`src/rtl/fad_ctrl_pkg.sv`:
```
// Shared types and default sizing for the FIR/decimate capture sequencer.
package fad_ctrl_pkg;

    localparam int DEF_DATA_WIDTH   = 8;
    localparam int DEF_CNT_WIDTH    = 16;
    localparam int DEF_GAP_CYCLES   = 4;
    localparam int DEF_CLEAR_CYCLES = 2;

    typedef enum logic [2:0] {
        IDLE,
        CLEAR,
        FEED,
        GAP,
        DONE,
        ABORT
    } fad_ctrl_state_t;

endpackage

```
`src/rtl/fad_capture_ctrl_if.sv`:
```
// Ready/valid sample stream from the ADC capture path into the sequencer.
interface fad_capture_ctrl_if import fad_ctrl_pkg::*; #(
    parameter int DATA_WIDTH = DEF_DATA_WIDTH
);
    logic                         src_valid;
    logic                         src_ready;
    logic signed [DATA_WIDTH-1:0] src_data;

    modport master (output src_valid, output src_data, input src_ready);
    modport slave  (input src_valid, input src_data, output src_ready);
endinterface

```
`src/rtl/fad_capture_ctrl.sv`:
```
// Capture sequencer: clears the filter, paces samples in with a minimum gap,
// and counts decimated outputs until the programmed target or an abort.
module fad_capture_ctrl import fad_ctrl_pkg::*; #(
    parameter int DATA_WIDTH   = DEF_DATA_WIDTH,
    parameter int CNT_WIDTH    = DEF_CNT_WIDTH,
    parameter int GAP_CYCLES   = DEF_GAP_CYCLES,
    parameter int CLEAR_CYCLES = DEF_CLEAR_CYCLES
) (
    input  logic                         clk,
    input  logic                         rst,
    input  logic                         start,
    input  logic                         abort,
    input  logic [CNT_WIDTH-1:0]         num_out,
    fad_capture_ctrl_if.slave            src,
    output logic                         dp_clear,
    output logic                         dp_valid_in,
    output logic signed [DATA_WIDTH-1:0] dp_data_in,
    input  logic                         dp_valid_out,
    input  logic signed [DATA_WIDTH-1:0] dp_data_out,
    output logic                         cap_valid,
    output logic signed [DATA_WIDTH-1:0] cap_data,
    output logic [CNT_WIDTH-1:0]         out_count,
    output logic                         busy,
    output logic                         done,
    output logic                         aborted
);
    localparam int GW  = $clog2(GAP_CYCLES);
    localparam int CLW = (CLEAR_CYCLES > 1) ? $clog2(CLEAR_CYCLES) : 1;

    fad_ctrl_state_t      state;
    logic [CNT_WIDTH-1:0] target;
    logic [GW-1:0]        gap_cnt;
    logic [CLW-1:0]       clr_cnt;
    logic                 cnt_hit, hs, cap_en, abort_ok;

    // Once the last output is counted, the source is closed off while the
    // FSM spends one cycle moving to DONE.
    assign cnt_hit       = (out_count == target);
    assign src.src_ready = (state == FEED) && !abort && !cnt_hit;
    assign hs            = src.src_valid && src.src_ready;
    assign cap_en        = (state == FEED) || (state == GAP);
    assign abort_ok      = abort && ((state == CLEAR) || cap_en);

    always_ff @(posedge clk or negedge rst) begin
        if (!rst) begin
            state       <= IDLE;
            target      <= '0;
            gap_cnt     <= '0;
            clr_cnt     <= '0;
            dp_clear    <= 1'b0;
            dp_valid_in <= 1'b0;
            dp_data_in  <= '0;
            cap_valid   <= 1'b0;
            cap_data    <= '0;
            out_count   <= '0;
            busy        <= 1'b0;
            done        <= 1'b0;
            aborted     <= 1'b0;
        end else begin
            dp_valid_in <= 1'b0;
            cap_valid   <= 1'b0;
            done        <= 1'b0;
            aborted     <= 1'b0;

            if (cap_en && dp_valid_out && (out_count < target)) begin
                cap_valid <= 1'b1;
                cap_data  <= dp_data_out;
                out_count <= out_count + 1'b1;
            end

            // A sample accepted on the final-count cycle still goes out.
            if (hs) begin
                dp_data_in  <= src.src_data;
                dp_valid_in <= 1'b1;
            end

            if (abort_ok) begin
                state    <= ABORT;
                dp_clear <= 1'b1;
                aborted  <= 1'b1;
            end else begin
                case (state)
                    IDLE: if (start) begin
                        target    <= num_out;
                        out_count <= '0;
                        clr_cnt   <= '0;
                        dp_clear  <= 1'b1;
                        busy      <= 1'b1;
                        state     <= CLEAR;
                    end
                    CLEAR: begin
                        if (clr_cnt == CLW'(CLEAR_CYCLES - 1)) begin
                            dp_clear <= 1'b0;
                            if (target == '0) begin
                                done  <= 1'b1;
                                state <= DONE;
                            end else begin
                                state <= FEED;
                            end
                        end else begin
                            clr_cnt <= clr_cnt + 1'b1;
                        end
                    end
                    FEED: begin
                        if (cnt_hit) begin
                            done  <= 1'b1;
                            state <= DONE;
                        end else if (hs) begin
                            gap_cnt <= '0;
                            state   <= GAP;
                        end
                    end
                    GAP: begin
                        if (cnt_hit) begin
                            done  <= 1'b1;
                            state <= DONE;
                        end else if (gap_cnt == GW'(GAP_CYCLES - 2)) begin
                            state <= FEED;
                        end else begin
                            gap_cnt <= gap_cnt + 1'b1;
                        end
                    end
                    DONE: begin
                        busy  <= 1'b0;
                        state <= IDLE;
                    end
                    ABORT: begin
                        dp_clear <= 1'b0;
                        busy     <= 1'b0;
                        state    <= IDLE;
                    end
                    default: state <= IDLE;
                endcase
            end
        end
    end

endmodule
```
`src/flat_wrapper.sv`:
```
// flat-port wrapper written by rule: the top's interface ports become plain ports
module fad_capture_ctrl_flat import fad_ctrl_pkg::*;
#(
    parameter int DATA_WIDTH   = DEF_DATA_WIDTH,
    parameter int CNT_WIDTH    = DEF_CNT_WIDTH,
    parameter int GAP_CYCLES   = DEF_GAP_CYCLES,
    parameter int CLEAR_CYCLES = DEF_CLEAR_CYCLES
)
  (clk, rst, start, abort, num_out, dp_clear, dp_valid_in, dp_data_in, dp_valid_out, dp_data_out, cap_valid, cap_data, out_count, busy, done, aborted, src_src_valid, src_src_data, src_src_ready);
  fad_capture_ctrl_if #(.DATA_WIDTH(DATA_WIDTH)) src_i ();
  input  logic clk;
  input  logic rst;
  input  logic start;
  input  logic abort;
  input  logic [CNT_WIDTH-1:0] num_out;
  output logic dp_clear;
  output logic dp_valid_in;
  output logic signed [DATA_WIDTH-1:0] dp_data_in;
  input  logic dp_valid_out;
  input  logic signed [DATA_WIDTH-1:0] dp_data_out;
  output logic cap_valid;
  output logic signed [DATA_WIDTH-1:0] cap_data;
  output logic [CNT_WIDTH-1:0] out_count;
  output logic busy;
  output logic done;
  output logic aborted;
  input wire logic [$bits(src_i.src_valid)-1:0] src_src_valid;
  input wire logic [$bits(src_i.src_data)-1:0] src_src_data;
  output wire logic [$bits(src_i.src_ready)-1:0] src_src_ready;
  assign src_i.src_valid = src_src_valid;
  assign src_i.src_data = src_src_data;
  assign src_src_ready = src_i.src_ready;
  fad_capture_ctrl #(.DATA_WIDTH(DATA_WIDTH), .CNT_WIDTH(CNT_WIDTH), .GAP_CYCLES(GAP_CYCLES), .CLEAR_CYCLES(CLEAR_CYCLES)) u_core (.clk(clk), .rst(rst), .start(start), .abort(abort), .num_out(num_out), .src(src_i), .dp_clear(dp_clear), .dp_valid_in(dp_valid_in), .dp_data_in(dp_data_in), .dp_valid_out(dp_valid_out), .dp_data_out(dp_data_out), .cap_valid(cap_valid), .cap_data(cap_data), .out_count(out_count), .busy(busy), .done(done), .aborted(aborted));
endmodule
```
`config.mk`:
```
export PLATFORM = sky130hd
export DESIGN_NAME = fad_capture_ctrl_flat
export DESIGN_NICKNAME = d
export VERILOG_FILES = /design/src/rtl/fad_ctrl_pkg.sv /design/src/rtl/fad_capture_ctrl_if.sv /design/src/rtl/fad_capture_ctrl.sv /design/src/flat_wrapper.sv
export SDC_FILE = /design/constraint.sdc
export NUM_CORES = 1
export LEC_CHECK = 0
export CAP_MARGIN = 20
export CORE_MARGIN = 2
export CORE_UTILIZATION = 49
export CTS_CLUSTER_DIAMETER = 120
export DETAILED_ROUTE_END_ITERATION = 8
export PLACE_DENSITY_LB_ADDON = 0.25
export SYNTH_ARGS = -nofsm -noshare
export SYNTH_HDL_FRONTEND = slang
export SYNTH_SLANG_ARGS = --single-unit
```
`constraint.sdc`:
```
create_clock -name clk -period 2.8 [get_ports clk]
set_input_delay 0.84 -clock clk [delete_from_list [all_inputs] [get_ports clk]]
set_output_delay 0.84 -clock clk [all_outputs]
set_load 0.01 [all_outputs]
```
# ---- After elaboration in Yosys (flattened, before gate mapping)
# Cells that the tools add are included.
dict set report totals {
  reg_bits 60
  inputBits 38
  out_inout_bits 39
}
dict set report classes {
  addsub 3
  magnitude_cmp 1
  eq_ne 16
  n_mux 34
  n_bitwise 1
  reduce_logical 24
}
# op count
set op_table {}
lappend op_table {{$mux W16} 4}
lappend op_table {{$mux W3} 8}
lappend op_table {{$add A16 B1 Y16 const B} 1}
lappend op_table {{$eq A16 B16 Y1} 1}
lappend op_table {{$logic_not A16 Y1} 1}
lappend op_table {{$lt A16 B16 Y1} 1}
lappend op_table {{$mux W1} 12}
lappend op_table {{$pmux W3 S4} 1}
lappend op_table {{$reduce_and A3 Y1} 4}
lappend op_table {{$mux W2} 4}
lappend op_table {{$ne A2 B2 Y1 const B} 4}
lappend op_table {{$eq A3 B2 Y1 const B} 2}
lappend op_table {{$eq A3 B3 Y1 const B} 2}
lappend op_table {{$logic_and A1 B1 Y1} 6}
lappend op_table {{$pmux W1 S2} 3}
lappend op_table {{$reduce_and A6 Y1} 1}
lappend op_table {{$reduce_bool A2 Y1} 3}
lappend op_table {{$ne A4 B1 Y1 const B} 1}
lappend op_table {{$ne A4 B2 Y1 const B} 1}
lappend op_table {{$pmux W2 S2} 1}
lappend op_table {{$reduce_and A4 Y1} 1}
lappend op_table {{$reduce_bool A4 Y1} 1}
lappend op_table {{$reduce_or A2 Y1} 2}
lappend op_table {{$eq A3 B1 Y1 const B} 1}
lappend op_table {{11 further kinds} 13}

# ---- Longest topological paths before layout
# Gate-level depths: netlist of run 1.
dict set report logic_depth {
  depth_word 8
  ltp_mapped 10
  depth_no_buf 8
}

# ---- Worst setup path after synthesis of run 1
# Ideal clock, no wire load.
dict set report synth_path {
  kind {flip-flop to output port}
  from {register u_core.out_count[11]}
  to {output src_src_ready}
  arrival_ps 1705
  setup_slack_ps 255
  path_stages_with_launch 7
  path_buffers 1
  cell_sequence {dfrtp_1 -> ha_1 -> nand4_1 -> nor4_2 -> or4_1 -> buf_2 -> nor2_1}
}
dict set report synth_via {
  elab_chain_len 3
}
# item line_no
set synth_lines {}
lappend synth_lines {{start: declaration} fad_capture_ctrl.sv:22} ;# output logic [CNT_WIDTH-1:0] out_count,
lappend synth_lines {{start signal: assignment} fad_capture_ctrl.sv:68} ;# out_count <= out_count + 1'b1;
lappend synth_lines {{$eq A16 B16 Y1} fad_capture_ctrl.sv:38} ;# assign cnt_hit = (out_count == target);
lappend synth_lines {{$logic_not A1 Y1} fad_capture_ctrl.sv:39} ;# assign src.src_ready = (state == FEED) && !abort && !cnt_hit;
lappend synth_lines {{$logic_and A1 B1 Y1} fad_capture_ctrl.sv:39}
lappend synth_lines {{end: declaration} flat_wrapper.sv:29} ;# output wire logic [$bits(src_i.src_ready)-1:0] src_src_ready;
# Every way passes these cells.

# ---- Worst setup path after layout of run 1
dict set report layout_path {
  from {register u_core.out_count[4]}
  to {output src_src_ready}
}
# The elaborated chain is that of the path after synthesis.

==> impl_metrics.py, run 1 <==
metrics = {
    "status": {
        "status": "finished with violations",
        "violations": "negative setup slack",
    },
    "synthesis": {
        "synth-seq-cells": 60,
        "syn_area_per_cell_um2": 10.1,
        "synth_top_area_share_pct": 49.2,
        "netlist_top_cells_area": "dfrtp_1, ha_1, mux2_2",
        "synth_top_area_cell": "dfrtp_1",
        "ys_seq_area_share_pct": 49.2,
        "synth_cells": 302,
        "syn-cell-area_um2": 3050,
        "yosysWarnings": 0,
        "synth_fp_nets": 358,
        "synth_cell_type_count": 40,
    },
    "worst_hold_path": {
        "hold_path_class": "input pin to asynchronous set/reset pin",
    },
    "power": {
        "netSwitchingPower_mw": 1.41,
        "p_per_area_nw_per_um2": 888,
        "p_comb_share_pct": 43.1,
        "power.internal_mw": 2.63,
        "p_leak_nw": 1.99,
        "p_sw_share_pct": 34.9,
        "p_total_mw": 4.04,
        "clkPwrFrac_pct": 22.8,
        "worst_ir_drop_vdd_v": 0.000523,
        "p_seq_share_pct": 34.1,
    },
    "finish": {
        "n_antenna_cell": 0,
        "final_nets": 476,
        "final_common_cell": "clkdlybuf4s50_1",
        "layout_common_cells": "clkdlybuf4s50_1, dfrtp_1, buf_4, nand2_1, o21ai_0",
        "drive_gt1_share_pct": 24.0,
        "fillCellCount": 404,
        "final_area_um2": 4540,
        "post-route-util_pct": 76.3,
        "stdcell_count": 500,
        "area_growth_pct": 48.9,
    },
    "worst_setup_path": {
        "reg2reg_from": "u_core.target[11]",
        "arrival_ps": 1960,
        "cp-start-kind": "register",
        "r2r_cells": 12,
        "path_class": "register to output port",
        "cp.required_ps": 1960,
        "end_kind": "output port",
        "rrSetupSlack_ps": 170,
        "crit_fanout": 2,
        "reg2reg_to": "u_core.cap_data[6]",
        "worstSetupStartpoint": "u_core.out_count[4]",
        "crit_end": "src_src_ready",
    },
    "sta": {
        "rsz0062_at_grt": "yes",
        "timing.fmax_mhz": 357,
        "finalHoldViolCount": 0,
        "setup_viol": 1,
        "drv_slew": 0,
        "period_share_pct": 100,
        "fin_ws_ps": -2.29,
        "worst_slew_pin_slew_ps": 562,
        "slew_headroom_pct": 62.2,
        "post-route-min-period_ps": 2800,
        "setup-tns-final_ps": -2.29,
        "hold_ws_ps": 477,
        "fin_worst_skew_ps": 9.52,
    },
    "placed_design": {
        "gp_congestion": 0.872,
        "hpwl_mm": 5.39,
        "io_buffers": 76,
        "place_ws_ps": -439,
        "place_area_um2": 4150,
        "dp.cells": 479,
    },
    "floorplanning": {
        "die_x_um": 82.9,
        "core_area_um2": 5960,
        "fp.dieH_um": 82.9,
        "design.portCount": 77,
        "initial_core_util_pct": 51.2,
        "die_area_um2": 6870,
        "rows": 28,
    },
    "clocking": {
        "clockRootBuffer": "clkbuf_8",
        "cts_htree_levels": 3,
        "cts_tree": "built",
        "insertion_delay_ps": 340,
        "cts_made_buffers": 9,
        "cts_hold_buf": 0,
        "cts.sinks": 60,
        "cts.clk_slew.worst_paths_ps": 70,
        "clock_path_buffers": 2,
    },
    "drt": {
        "wl_per_cell_um": 15.9,
        "vias": 2797,
        "drt.antenna.violating_nets": 0,
        "dr.pass1.iters": 7,
        "drt-total-wl_mm": 7.97,
        "vias_per_cell": 5.59,
        "drt_iter0_markers": 158,
        "drc_errors": 0,
    },
    "global_routing": {
        "antenna_found_initial": 0,
        "grt_pass1_wl_mm": 13.0,
        "grt_max_degree": 45,
        "overflow": 0,
        "grt_usage_pct": 23.6,
        "grt_pass1_vias": 2807,
    },
    "flow_run": {
        "max_cap_violations": 0,
    },
}
[power groups by stage]
stage | clock network (mW) | registers, mW | logic, mW
after global placement | 0 | 1.36 | 1.52
final | 0.919 | 1.38 | 1.74
after floorplan | 0 | 1.39 | 0.816
after global routing | 0.959 | 1.41 | 1.90
after detailed placement | 0 | 1.38 | 1.56
after CTS | 0.929 | 1.36 | 1.62
[final cells by class]
type,count,area (µm²),share of cell area (%)
repair buffers,119,1100,24.2
flip-flops and latches,60,1500,33.0
inverters,24,90.1,1.98
well taps,75,93.8,2.07
clock buffers,12,165,3.64
clock inverters,4,70.1,1.54
multi-input cells,206,1530,33.6
[worst min-delay path by stage]
stage                     cells past startpoint                from                  to
final                                         1                 rst    u_core.target[9]
after global routing                          1                 rst    u_core.target[9]
after CTS                                     1                 rst    u_core.target[9]
after detailed placement                      1  u_core.cap_data[1]  u_core.cap_data[1]
after global placement                        1  u_core.cap_data[7]  u_core.cap_data[7]
after floorplan                               2    u_core.target[0]    u_core.target[0]
[per-layer routing]
metal	global-route usage, %	routed length (µm)	vias to the layer above
met5	0	0	-
met4	10.4	160	0
met3	6.06	462	15
met2	36.4	3800	85
met1	31.6	3550	1369
li1	-	-	1328
[cell families after synthesis]
| family | count (synthesis) | synth area share (%) |
|---|---|---|
| xor+xnor | 2 | 0.574 |
| buf+inv | 36 | 5.04 |
| mux | 19 | 6.97 |
| flops | 60 | 49.2 |
| simple gates | 96 | 16.8 |
| compound gates | 71 | 14.0 |
| fa+ha+maj | 18 | 7.38 |
[critical path, stage by stage, from the launching register on]
cell	delay, ps
dfrtp_1	400
ha_1	330
nand4_1	180
nor4_4	70
or4_4	430
nor2_2	90
buf_2	130
[timing repair]
action | CTS | global route
endpoints found under the hold margin | 0 | 0
setup buffers | 1 | 4
endpoints found under the setup margin | 1 | 1
resized for setup | 13 | 9
gates cloned | 0 | 0
pin swaps | 3 | 4
[registers in the layout, summed over array words and instances, names as in the netlist, 2 cells and up]
| register | count |
|---|---|
| u_core.state | 3 |
| u_core.dp_data_in | 8 |
| u_core.out_count | 16 |
| u_core.gap_cnt | 2 |
| u_core.cap_data | 8 |
| u_core.target | 16 |
[synth_stat cells (all sizes together)]
cell and number:
a22oi 1, xnor2 1, or4 10, o211ai 6, a21oi 23, o31ai 10, mux2 18, and4 1
a2111oi 1, mux2i 1, or3 2, xor2 1, and2b 1, and3 1, ha 18, and4bb 1
o211a 1, inv 24, nor2 17, o21ai 25, nor3 3, nor2b 1, clkbuf 7, buf 5
a2111o 1, a32oi 1, dfrtp 60, nand4 10, nand3 9, nand3b 1, nor4 5, o21a 2
nor3b 2, nand2 32
Power figures use the tool's default switching activity.
==> inputs of run 2 (changes only) <==
Settings changed: CORE_UTILIZATION 49 to 53.
Clock period 2.8 ns to 3.6 ns, I/O delays scaled along.
==> run 2 against run 1 <==
Net effect:
- clock-buffer cell count is 1 lower
- the run now ends clean
- first-iteration DRC count shrank 33%
- hold slack better by 30 ps
- global-route usage grew 0.54 points
- die area down 7.2%
- clock power down 33%
- routed wire length shrank 12%
- sequential power fell by 21%
- sequential cell count is the same
- combinational power fell by 39%
==> impl_metrics.py, run 2 (synthesis results as in run 1) <==
metrics = {
    "worst_setup_path": {
        "cp-start-kind": "input pin",
        "reg2reg_from": "u_core.out_count[13]",
        "path_class": "input pin to output port",
        "cp.required_ps": 2520,
        "cp_slowest_cell": "or4_1",
        "arrival_ps": 2370,
        "end_kind": "output port",
        "worstSetupStartpoint": "abort",
        "crit_chain": "clkdlybuf4s50_1 > or4_1 > nor2_1 > dlygate4sd2_1",
        "critPathMaxStageDelay_ps": 500,
        "crit_fanout": 2,
    },
    "sta": {
        "timing.fmax_mhz": 290,
        "worst_slew_pin_slew_ps": 754,
        "post-route-min-period_ps": 3450,
        "rsz0062_at_grt": "no",
        "fin_worst_skew_ps": 9.63,
        "hold_ws_ps": 508,
        "drv_slew": 0,
        "finalHoldViolCount": 0,
        "slew_headroom_pct": 49.7,
        "setup_viol": 0,
        "fin_ws_ps": 150,
        "period_share_pct": 95.8,
    },
    "worst_hold_path": {
        "hold_start": "u_core.cap_data[7]",
        "hold_path_class": "register to register",
    },
    "floorplanning": {
        "initial_core_util_pct": 55.1,
        "die_area_um2": 6380,
        "die_x_um": 79.9,
        "core_area_um2": 5540,
        "fp.dieH_um": 79.9,
        "design.portCount": 77,
        "rows": 27,
    },
    "clocking": {
        "cts_made_buffers": 9,
        "cts_htree_levels": 3,
        "insertion_delay_ps": 340,
        "cts_tree": "built",
        "cts_hold_buf": 0,
        "clock_path_buffers": 2,
        "cts.sinks": 60,
        "clockRootBuffer": "clkbuf_8",
        "cts.clk_slew.worst_paths_ps": 70,
    },
    "power": {
        "clkPwrFrac_pct": 22.2,
        "p_leak_nw": 1.80,
        "p_sw_share_pct": 35.4,
        "p_seq_share_pct": 39.1,
        "worst_ir_drop_vdd_v": 0.000424,
        "power.internal_mw": 1.80,
        "netSwitchingPower_mw": 0.982,
        "p_per_area_nw_per_um2": 676,
        "p_comb_share_pct": 38.7,
    },
    "finish": {
        "drive_gt1_share_pct": 13.3,
        "layout_common_cells": "clkdlybuf4s50_1, dfrtp_1, nand2_1, o21ai_0",
        "final_nets": 443,
        "fillCellCount": 399,
        "area_growth_pct": 34.7,
        "n_antenna_cell": 0,
        "top_regs": "u_core.out_count x16, u_core.target x16",
        "final_common_cell": "clkdlybuf4s50_1",
    },
    "drt": {
        "drt.antenna.violating_nets": 0,
        "drt_iter0_markers": 106,
        "wl_per_cell_um": 15.2,
        "vias_per_cell": 5.64,
        "dr.pass1.iters": 4,
        "drc_errors": 0,
        "vias": 2616,
        "drt-total-wl_mm": 7.04,
    },
    "flow_run": {
        "max_cap_violations": 0,
    },
    "global_routing": {
        "overflow": 0,
        "antenna_found_initial": 0,
        "grt_pass1_wl_mm": 11.9,
        "grt_max_degree": 61,
        "grt_usage_pct": 24.1,
        "grt_pass1_vias": 2516,
    },
    "placed_design": {
        "hpwl_mm": 5.08,
        "gp_congestion": 0.829,
        "place_ws_ps": -134,
        "io_buffers": 76,
    },
    "status": {
        "status": "finished, final reports clean",
    },
}
[run 2: changes by cell type in the layout (fill, tap and decap cells not counted), moves of 2 or more]
cell      before  now
ha_1           9   18
buf_12         2    0
inv_1         18   23
buf_4         41   10
clkinv_2       2    4
ha_4           9    0
inv_2          6    1
[run 2: per-stage QoR]
step                util (%)  TNS [ps]  power [mW]  instance area (µm²)  instances
global route            74.2         0        2.97                 4110        464
finish                  74.2         0        2.78                 4110        464
detailed placement      70.6      -134        2.17                 3910        448
CTS                     74.2         0        2.79                 4110        464
global placement        70.6     -98.1        2.12                 3910        448
floorplan                  -         0        1.71                 3050        302
[run 2: routing by layer]
layer	vias to the layer above	track usage (%)	wire, µm
met5	-	0	0
met3	15	5.43	426
li1	1264	-	-
met1	1261	32.7	3160
met2	76	37.3	3300
met4	0	10.5	150
[run 2: worst max-delay path: cells and delay by family]
family	cells	cell delay, ps
AND/OR/NAND/NOR	2	600
buffers and inverters	2	700
[run 2: worst paths after layout]
check | to | slack, ps | depth (start not counted)
setup / recovery | src_src_ready | 150 | 4
min in group asynchronous | u_core.target[15] | 900 | 2
setup reg to reg | u_core.cap_data[1] | 920 | 8
max in group asynchronous | u_core.cap_valid | 2200 | 2
hold reg to reg | u_core.cap_data[7] | 510 | 1
hold / removal | u_core.cap_data[7] | 510 | 1
[run 2: area by class of cell]
class | instances | area (µm²) | area share (%)
Clock buffer | 11 | 151 | 3.68
Clock inverter | 5 | 50.0 | 1.22
Inverter | 24 | 90.1 | 2.19
Multi-Input combinational cell | 206 | 1400 | 34.0
Sequential cell | 60 | 1500 | 36.5
Tap cell | 72 | 90.1 | 2.19
Timing Repair Buffer | 86 | 830 | 20.2
[run 2: repair_timing]
item,CTS,global route
buffers inserted,0,0
gates resized for setup,1,0
setup endpoints to repair,1,0
[run 2: power groups by stage]
stage,clock [mW],sequential (mW),combinational (mW)
2_1_floorplan,0,1.08,0.635
3_3_place_gp,0,1.08,1.04
3_5_place_dp,0,1.10,1.08
4_1_cts,0.625,1.09,1.08
5_1_grt,0.659,1.12,1.19
6_report,0.616,1.09,1.07
==> inputs of run 3 (changes only) <==
Settings changed: MAX_ROUTING_LAYER from default to met4.
==> run 3 against run 2 <==
Net effect:
- clock-buffer cell count unchanged
- clock skew about the same
- cell count unchanged
- design area unchanged
- combinational power about the same
- worst setup slack improved by 1.7 ps
- register-to-register slack about the same
- fmax about the same
- global-route usage increased by 0.69 points
- sequential cell count unchanged
- non-clock buffer count unchanged
- highest routed layer unchanged
==> impl_metrics.py, run 3 (synthesis results as in run 1) <==
metrics = {
    "status": {
        "status": "finished, final reports clean",
    },
    "placed_design": {
        "hpwl_mm": 5.08,
        "place_ws_ps": -134,
        "io_buffers": 76,
        "dp.cells": 448,
        "gp_congestion": 0.841,
    },
    "sta": {
        "hold_ws_ps": 506,
        "drv_slew": 0,
        "slew_headroom_pct": 49.8,
        "post-route-min-period_ps": 3450,
        "fin_worst_skew_ps": 9.92,
        "period_share_pct": 95.8,
        "rsz0062_at_grt": "no",
        "setup_viol": 0,
        "worst_slew_pin_slew_ps": 753,
        "timing.fmax_mhz": 290,
        "fin_ws_ps": 152,
        "setup-tns-final_ps": 0,
        "finalHoldViolCount": 0,
    },
    "worst_setup_path": {
        "crit_family": "buffers and inverters",
        "cp.required_ps": 2520,
        "critPathBufInv": 2,
        "cp-start-kind": "input pin",
        "end_kind": "output port",
        "critPathMaxStageDelay_ps": 500,
        "arrival_ps": 2370,
        "cp_slowest_cell": "or4_1",
        "crit_fanout": 2,
        "crit_chain": "clkdlybuf4s50_1 > or4_1 > nor2_1 > dlygate4sd2_1",
        "path_class": "input pin to output port",
    },
    "power": {
        "p_comb_share_pct": 38.7,
        "p_leak_nw": 1.80,
        "p_seq_share_pct": 39.2,
        "power.internal_mw": 1.79,
        "netSwitchingPower_mw": 0.981,
        "p_per_area_nw_per_um2": 675,
        "p_sw_share_pct": 35.3,
        "p_total_mw": 2.78,
        "clkPwrFrac_pct": 22.1,
        "worst_ir_drop_vdd_v": 0.000424,
    },
    "clocking": {
        "clock_path_buffers": 2,
        "cts_hold_buf": 0,
        "insertion_delay_ps": 340,
        "clockRootBuffer": "clkbuf_8",
        "cts_htree_levels": 3,
        "cts.clk_slew.worst_paths_ps": 70,
        "cts_made_buffers": 9,
        "cts.sinks": 60,
        "cts_tree": "built",
    },
    "floorplanning": {
        "rows": 27,
        "fp.dieH_um": 79.9,
        "initial_core_util_pct": 55.1,
        "core_area_um2": 5540,
        "die_x_um": 79.9,
        "design.portCount": 77,
        "die_area_um2": 6380,
    },
    "drt": {
        "vias": 2608,
        "drt.antenna.violating_nets": 0,
        "dr.pass1.iters": 5,
        "drt_iter0_markers": 142,
        "vias_per_cell": 5.62,
        "drt-total-wl_mm": 7.02,
        "drc_errors": 0,
        "wl_per_cell_um": 15.1,
    },
    "finish": {
        "final_nets": 443,
        "layout_common_cells": "clkdlybuf4s50_1, dfrtp_1, nand2_1, o21ai_0",
        "stdcell_count": 464,
        "n_antenna_cell": 0,
        "top_regs": "u_core.out_count x16, u_core.target x16",
        "area_growth_pct": 34.7,
        "final_common_cell": "clkdlybuf4s50_1",
        "drive_gt1_share_pct": 13.3,
    },
    "global_routing": {
        "overflow": 0,
        "antenna_found_initial": 0,
        "grt_pass1_vias": 2517,
        "grt_usage_pct": 24.8,
        "grt_pass1_wl_mm": 11.9,
        "grt_max_degree": 61,
    },
    "flow_run": {
        "max_cap_violations": 0,
    },
    "worst_hold_path": {
        "hold_path_class": "register to register",
    },
}
-- run 3: cell counts in the layout (fill, tap and decap cells not counted) --
Identical to the previous run, type by type.
-- run 3: what timing repair did --
item / 4_1_cts / 5_1_grt
buffers inserted: 0 / 0
gates resized for setup: 1 / 0
setup endpoints to repair: 1 / 0
-- run 3: area by class of cell --
type / count / area (µm²)
fillers: 399 / 1430
well taps: 72 / 90.1
clock inverters: 5 / 50.0
multi-input cells: 206 / 1400
repair buffers: 86 / 830
clock buffers: 11 / 151
flip-flops and latches: 60 / 1500
inverters: 24 / 90.1
-- run 3: path summary, 6_finish.rpt --
check / from / to / slack [ps] / depth (start not counted)
setup / recovery: abort / src_src_ready / 150 / 4
hold / removal: u_core.cap_data[7] / u_core.cap_data[7] / 510 / 1
setup reg to reg: u_core.out_count[13] / u_core.out_count[5] / 930 / 8
hold reg to reg: u_core.cap_data[7] / u_core.cap_data[7] / 510 / 1
max in group asynchronous: rst / u_core.cap_valid / 2200 / 2
min in group asynchronous: rst / u_core.target[15] / 890 / 2
-- run 3: worst reg2reg max path: cells and delay by family, from the launching register on --
kind | cells | cell delay [ps]
buffers and inverters | 1 | 300
DFF | 1 | 440
AOI/OAI and AO/OA | 3 | 550
and+or+nand+nor | 3 | 980
adders and majority gates | 1 | 330
-- run 3: through the flow --
stage / util (%) / instance area [µm²]
floorplan: - / 3050
global placement: 70.6 / 3910
detailed placement: 70.6 / 3910
CTS: 74.2 / 4110
global route: 74.2 / 4110
finish: 74.2 / 4110
-- run 3: power by group through the flow --
stage                     clock network (mW)  logic, mW  registers (mW)
after floorplan                            0      0.635            1.08
after global placement                     0       1.04            1.08
after detailed placement                   0       1.08            1.10
after CTS                              0.625       1.08            1.09
after global routing                   0.659       1.19            1.12
final                                  0.614       1.07            1.09
-- run 3: per-layer routing --
layer	routed length (µm)	vias to the layer above	track usage, %
met3	369	15	4.41
li1	-	1261	-
met5	0	-	-
met1	3230	1247	33.5
met2	3270	85	37.2
met4	154	0	10.5
